`src/rtl/alu_stage_pipe.sv`:
```
// Registered execute-stage ALU with valid/ready handshakes on both sides
// and an iterative shift-add multiplier.
module alu_stage_pipe #(
  parameter int WIDTH  = 32,
  parameter bit MUL_EN = 1'b1
) (
  input  logic             Clk,
  input  logic             Reset_n,
  input  logic             In_valid,
  output logic             In_ready,
  input  logic [WIDTH-1:0] RF_A,
  input  logic [WIDTH-1:0] RF_B,
  input  logic [WIDTH-1:0] Immed,
  input  logic             ALU_Bin_SEL,
  input  logic [3:0]       ALU_func,
  output logic             Out_valid,
  input  logic             Out_ready,
  output logic [WIDTH-1:0] ALU_out,
  output logic             Zero_out,
  output logic             Ovf_out
);

  localparam int CW = $clog2(WIDTH);
  localparam logic [CW-1:0] LAST = CW'(WIDTH - 1);

  typedef enum logic {IDLE, MUL} state_e;

  state_e state_q, state_d;

  logic             ov_q, ov_d;
  logic [WIDTH-1:0] res_q, res_d;
  logic             zero_q, zero_d;
  logic             ovf_q, ovf_d;
  logic [WIDTH-1:0] mcand_q, mcand_d;
  logic [WIDTH-1:0] mplr_q, mplr_d;
  logic [WIDTH-1:0] acc_q, acc_d;
  logic [CW-1:0]    cnt_q, cnt_d;

  logic [WIDTH-1:0] b;
  logic [WIDTH-1:0] res_c;
  logic             ovf_c;
  logic [WIDTH-1:0] acc_sum;
  logic             accept;
  logic             drain;
  logic             is_mul;

  logic op_add, op_sub, op_and, op_or;
  logic op_not, op_xor, op_sra, op_srl;
  logic op_sll, op_rol, op_ror;

  assign b = ALU_Bin_SEL ? Immed : RF_B;

  assign op_add = (ALU_func == 4'b0000);
  assign op_sub = (ALU_func == 4'b0001);
  assign op_and = (ALU_func == 4'b0010);
  assign op_or  = (ALU_func == 4'b0011);
  assign op_not = (ALU_func == 4'b0100);
  assign op_xor = (ALU_func == 4'b0110);
  assign op_sra = (ALU_func == 4'b1000);
  assign op_srl = (ALU_func == 4'b1001);
  assign op_sll = (ALU_func == 4'b1010);
  assign op_rol = (ALU_func == 4'b1100);
  assign op_ror = (ALU_func == 4'b1101);
  assign is_mul = MUL_EN && (ALU_func == 4'b0111);

  // Unlisted opcodes (and a disabled multiply) fall to result 0.
  always_comb begin
    res_c = '0;
    ovf_c = 1'b0;
    unique case (1'b1)
      op_add: begin
        res_c = RF_A + b;
        ovf_c = (RF_A[WIDTH-1] == b[WIDTH-1]) &&
                (res_c[WIDTH-1] != RF_A[WIDTH-1]);
      end
      op_sub: begin
        res_c = RF_A - b;
        ovf_c = (RF_A[WIDTH-1] != b[WIDTH-1]) &&
                (res_c[WIDTH-1] != RF_A[WIDTH-1]);
      end
      op_and: res_c = RF_A & b;
      op_or:  res_c = RF_A | b;
      op_not: res_c = ~RF_A;
      op_xor: res_c = RF_A ^ b;
      op_sra: res_c = {RF_A[WIDTH-1], RF_A[WIDTH-1:1]};
      op_srl: res_c = {1'b0, RF_A[WIDTH-1:1]};
      op_sll: res_c = {RF_A[WIDTH-2:0], 1'b0};
      op_rol: res_c = {RF_A[WIDTH-2:0], RF_A[WIDTH-1]};
      op_ror: res_c = {RF_A[0], RF_A[WIDTH-1:1]};
      default: ;
    endcase
  end

  assign In_ready = (state_q == IDLE) && (!ov_q || Out_ready);
  assign accept   = In_valid && In_ready;
  assign drain    = ov_q && Out_ready;
  assign acc_sum  = acc_q + (mplr_q[0] ? mcand_q : '0);

  always_comb begin
    state_d = state_q;
    ov_d    = ov_q;
    res_d   = res_q;
    zero_d  = zero_q;
    ovf_d   = ovf_q;
    mcand_d = mcand_q;
    mplr_d  = mplr_q;
    acc_d   = acc_q;
    cnt_d   = cnt_q;
    if (drain) ov_d = 1'b0;
    unique case (state_q)
      IDLE: begin
        if (accept) begin
          if (is_mul) begin
            mcand_d = RF_A;
            mplr_d  = b;
            acc_d   = '0;
            cnt_d   = '0;
            state_d = MUL;
          end else begin
            res_d  = res_c;
            zero_d = (res_c == '0);
            ovf_d  = ovf_c;
            ov_d   = 1'b1;
          end
        end
      end
      MUL: begin
        acc_d   = acc_sum;
        mcand_d = mcand_q << 1;
        mplr_d  = mplr_q >> 1;
        cnt_d   = cnt_q + CW'(1);
        // Output is free here: accept needed it empty or draining.
        if (cnt_q == LAST) begin
          res_d   = acc_sum;
          zero_d  = (acc_sum == '0);
          ovf_d   = 1'b0;
          ov_d    = 1'b1;
          state_d = IDLE;
        end
      end
      default: state_d = IDLE;
    endcase
  end

  always_ff @(posedge Clk or negedge Reset_n) begin
    if (!Reset_n) begin
      state_q <= IDLE;
      ov_q    <= 1'b0;
      res_q   <= '0;
      zero_q  <= 1'b0;
      ovf_q   <= 1'b0;
      mcand_q <= '0;
      mplr_q  <= '0;
      acc_q   <= '0;
      cnt_q   <= '0;
    end else begin
      state_q <= state_d;
      ov_q    <= ov_d;
      res_q   <= res_d;
      zero_q  <= zero_d;
      ovf_q   <= ovf_d;
      mcand_q <= mcand_d;
      mplr_q  <= mplr_d;
      acc_q   <= acc_d;
      cnt_q   <= cnt_d;
    end
  end

  assign Out_valid = ov_q;
  assign ALU_out   = res_q;
  assign Zero_out  = zero_q;
  assign Ovf_out   = ovf_q;

endmodule

```
`config.mk`:
```
export PLATFORM = sky130hd
export DESIGN_NAME = alu_stage_pipe
export DESIGN_NICKNAME = d
export VERILOG_FILES = /design/src/rtl/alu_stage_pipe.sv
export SDC_FILE = /design/constraint.sdc
export NUM_CORES = 1
export LEC_CHECK = 0
export BUFFER_PORTS_ARGS = -buffer_cell sky130_fd_sc_hd__buf_2
export CAP_MARGIN = 20
export CORE_ASPECT_RATIO = 0.5
export CORE_MARGIN = 3
export CORE_UTILIZATION = 37
export CTS_CLUSTER_DIAMETER = 150
export DETAILED_ROUTE_END_ITERATION = 6
export PLACE_DENSITY = 0.65
export SLEW_MARGIN = 0
export SYNTH_ARGS = -nofsm -noshare
export SYNTH_HDL_FRONTEND = slang
export SYNTH_SLANG_ARGS = --single-unit
```
`constraint.sdc`:
```
create_clock -name Clk -period 3.8 [get_ports Clk]
set_input_delay 0.76 -clock Clk [delete_from_list [all_inputs] [get_ports Clk]]
set_output_delay 0.76 -clock Clk [all_outputs]
set_load 0.02 [all_outputs]
```
==> results <==
- The core region is 0.0392 sq mm.
- The floorplan step defined a die boundary enclosing 0.0426 sq mm.
- The H-tree generated during clock tree synthesis spans 4 levels.
- The die is 289 microns wide.
- Sorting the synthesized cells by area gives the leading types as dfrtp_1, ha_1, a21oi_1.
- The final reports fail on negative setup slack.
- The mean number of vias per cell is 5.63.
- The number of antenna violations at the first check in global routing is 2.
- The critical path starts at ALU_Bin_SEL.
- The final net count is 2843.
- Relative to the synthesized area, the layout overhead comes to 45.8%.
- For the final database, setup skew stands at 0.0153 ns.
- The global-route wire length before repair is 96400 microns.
- For this run, the number of Yosys warnings is 0.
- For this run, the number of standard cells in the final layout without fillers is 3128.
- Of the available clock period, the critical path in the final layout requires 1.10.
- The count of filler cells inserted in the layout is 3695.
- Of the post-synthesis cell area, the dominant cell type holds 0.231.
- The total clock sinks is 137.
- Registers take 0.00343 sq mm.
- For this run, asynchronously set or reset flops after synthesis account for 1.00.
- Each instance of the synthesized netlist takes up on average 7.55 sq um.
- The clock edge transition at the registers on the reported setup and hold paths is 0.07 ns.
- Hold is met by 0.336 ns.
- The number of placed instances with taps included is 3081.
- Counting instances in the post-synthesis netlist gives the leading cell types as nand2_1, a21oi_1, o21ai_0, nor2_1, ha_1.
- The routed layout has 17598 vias.
- Dividing total power by cell area gives a power density of 429 mW/mm^2.
- The floorplan die height is 148 microns.
- The length of the first detailed-routing pass in iterations is 6.
- The critical path is of the in -> reg type.
- The worst path in the final design needs a cycle of 4.16 ns, including I/O delays and setup.
- The mapped netlist covers 0.0148 sq mm.
- The number of global-route vias before repair is 16676.
- TritonCTS built the clock tree.
- Counting every net in the synthesized netlist gives 2219.
- The class of the tightest hold or removal check is in -> async.
- The most used flip-flop cell after synthesis is dfrtp_1.
- The final antenna diode count is 0.
- In the routed design, unresolved DRC markers number 0.
- Overall power consumption after layout is estimated at 9270 uW.
- The worst-case IR drop observed on VDD is 0.282 mV.
- The final number of hold-violating endpoints is 0.
- The netlist uses 85 different library cells.
- The startpoint identified for the worst register-to-register timing path is mplr_q[0].
- The cell count after synthesis came out at 1962.
- After global routing the overflow that remains totals 0.
- The kind of start point of the critical path is a primary input.
- The floorplan has 51 rows.
- Counting along the longest clock path gives a buffer depth of 2.
- Setup violations remaining at the end of the flow were counted as 11.
- The nature of the critical path endpoint is a flip-flop.
- Setup repair after global routing could not meet its margin everywhere.
- The total detailed-routing wirelength is 63400 microns.
- The final-report max-slew violation count is 0.
- Clock tree synthesis inserted a total of 17 buffers.
- The flow ran to the end, but the final reports show violations.
- The upper clock frequency limit is 240 MHz.
- The worst pin sits at a relative slew slack of 0.469.
- The area taken by multi-input logic gates is 0.0113 sq mm.
- The data arrival time of the worst path is 4.52 ns.
- The cell at the root of the clock tree is clkbuf_16.
- In this run the tool buffered the top-level ports with 140 buffer cells.
- The last weighted congestion value of the routability-driven placer is 1.06.
- The wire length per cell after detailed routing is 20.3 microns.
- The flop and latch count out of synthesis is 137.
- The largest total area in the synthesized netlist belongs to dfrtp_1.
- For this configuration, the core starts out at a cell density of 0.378.
- The fraction of final layout cells with drive strength greater than 1 is 0.346.
- The aggregate global-route resource usage is 0.292.
- The minimum setup slack in the final design is -0.362 ns.
- Across the run, the number of max-cap violations was 0.
- After clock tree synthesis, the flow added hold-fix buffers numbering 0.
- The number of enable-type register cells in the synthesized netlist is 0.
- During I/O placement, the number of pins put on the boundary was 141.
- Clock latency on the worst-skew pair, taken at its later pin, is 0.45 ns.
- The DRC marker count from the first detailed-route iteration is 2095.
- The portion of the post-synthesis area used by sequential elements is 0.231.
- Once detail routing completed, the nets flagged for antenna violations numbered 0.
- The leakage power of the design is 0.0107 uW.
- The data required time of the critical path is 4.16 ns.
- For the pin with the worst max-slew slack, the measured transition is 0.791 ns.
- Entering global routing, the biggest net connects 79 pins.
- The wire-length estimate of the detail-placed layout is 50700 microns.
- The most repeated cell in the gate-level netlist after synthesis is nand2_1.
- Of all nets on the critical path, the largest fanout is 7.
==> registers in the layout, summed over array words and instances, names as in the netlist <==
| name | flops |
|---|---|
| ALU_out | 32 |
| acc_q | 32 |
| mcand_q | 32 |
| mplr_q | 32 |
| cnt_q | 5 |
| Out_valid | 1 |
| Ovf_out | 1 |
| Zero_out | 1 |
| state_q | 1 |
==> layout make-up <==
cell class | instances | share of cell area
clock inverter | 14 | 0.00759
multi-input combinational | 1599 | 0.523
inverter | 106 | 0.0184
clock buffer | 17 | 0.0197
timing repair buffer | 725 | 0.241
sequential | 137 | 0.159
tap | 530 | 0.0307
==> path summary, 6_finish.rpt <==
path	cells past startpoint	endpoint	slack, ns
max	19	Zero_out	-0.36
min	1	cnt_q[3]	0.34
max reg2reg	14	Zero_out	-0.34
min reg2reg	1	ALU_out[18]	0.47
max in group asynchronous	2	mplr_q[0]	2.56
min in group Clk	1	ALU_out[18]	0.47
==> cell families after synthesis <==
logic type | synth area share
multiplexers | 0.0550
AND/OR/NAND/NOR | 0.201
AO/OA/AOI/OAI | 0.290
adder cells (fa/ha/maj) | 0.130
XOR/XNOR | 0.0336
flip-flops | 0.231
buffers and inverters | 0.0585
==> timing repair <==
item                                    CTS  global route
buffers inserted                         10            10
cloned                                    0             0
resized for setup                        86            66
pin swaps                                46            41
endpoints found under the setup margin   18            21
==> stage by stage <==
stage	area, sq um	TNS, ns	worst slack (ns)	utilization
3_3_place_gp	20200	-15.18	-0.962	0.517
4_1_cts	21300	-0.768	-0.346	0.543
6_report	21600	-1.16	-0.362	0.551
2_1_floorplan	15000	-0.821	-0.284	-
3_5_place_dp	20200	-16.19	-0.992	0.517
5_1_grt	21600	-2.67	-0.507	0.551
==> power breakdown <==
group          internal (uW)  leakage (uW)  switching, uW  total (uW)
registers               2000       0.00179            380        2380
logic                   2260       0.00862           2830        5100
clock network            983      0.000285            803        1790
total                   5250        0.0107           4020        9270
==> per-layer routing <==
layer,share of wire,up-vias,global-route usage
li1,-,8342,-
met1,0.46,8348,0.433
met2,0.41,791,0.418
met3,0.10,113,0.0741
met4,0.023,4,0.0722
met5,0.00041,-,0
==> layout by cell type, fill, tap and decap left out, types with 7 or more instances in the layout <==
cell and instances:
buf_4 574, nor2_1 157, o22ai_1 16, mux2i_1 61, a221o_1 9, nand4_1 21, a31oi_1 17, clkbuf_16 17
o21bai_1 17, o21ai_0 158, o211ai_1 26, o21ai_2 7, nand3_1 39, nor2b_1 22, mux2i_2 10, xor2_1 23
buf_2 138, inv_1 104, xnor2_1 30, nor3b_1 7, a211oi_1 14, a22oi_1 9, a21o_1 41, nand2b_1 15
o31ai_1 10, a21oi_2 17, dfrtp_1 135, a21oi_1 165, o221ai_1 11, o21ai_1 17, a221oi_1 12, nor3_1 28
and3_1 15, ha_1 139, nand2_1 238, and2_1 36, mux2i_4 7, a211oi_2 9
==> worst max-delay path, cell delays in order <==
cell and delay, ns:
buf_12 0.10, buf_8 0.14, mux2i_4 0.28, buf_6 0.14, ha_4 0.20, or3_4 0.41, a2111o_1 0.42, o211ai_2 0.24
o2bb2ai_1 0.12, buf_4 0.19, o211ai_1 0.24, o31ai_2 0.11, xnor2_1 0.18, buf_4 0.17, o211ai_1 0.08, nor4_1 0.23
and4bb_2 0.30, nand4bb_1 0.13, o211ai_2 0.07
Note: power is estimated with default switching activity, not from simulation.
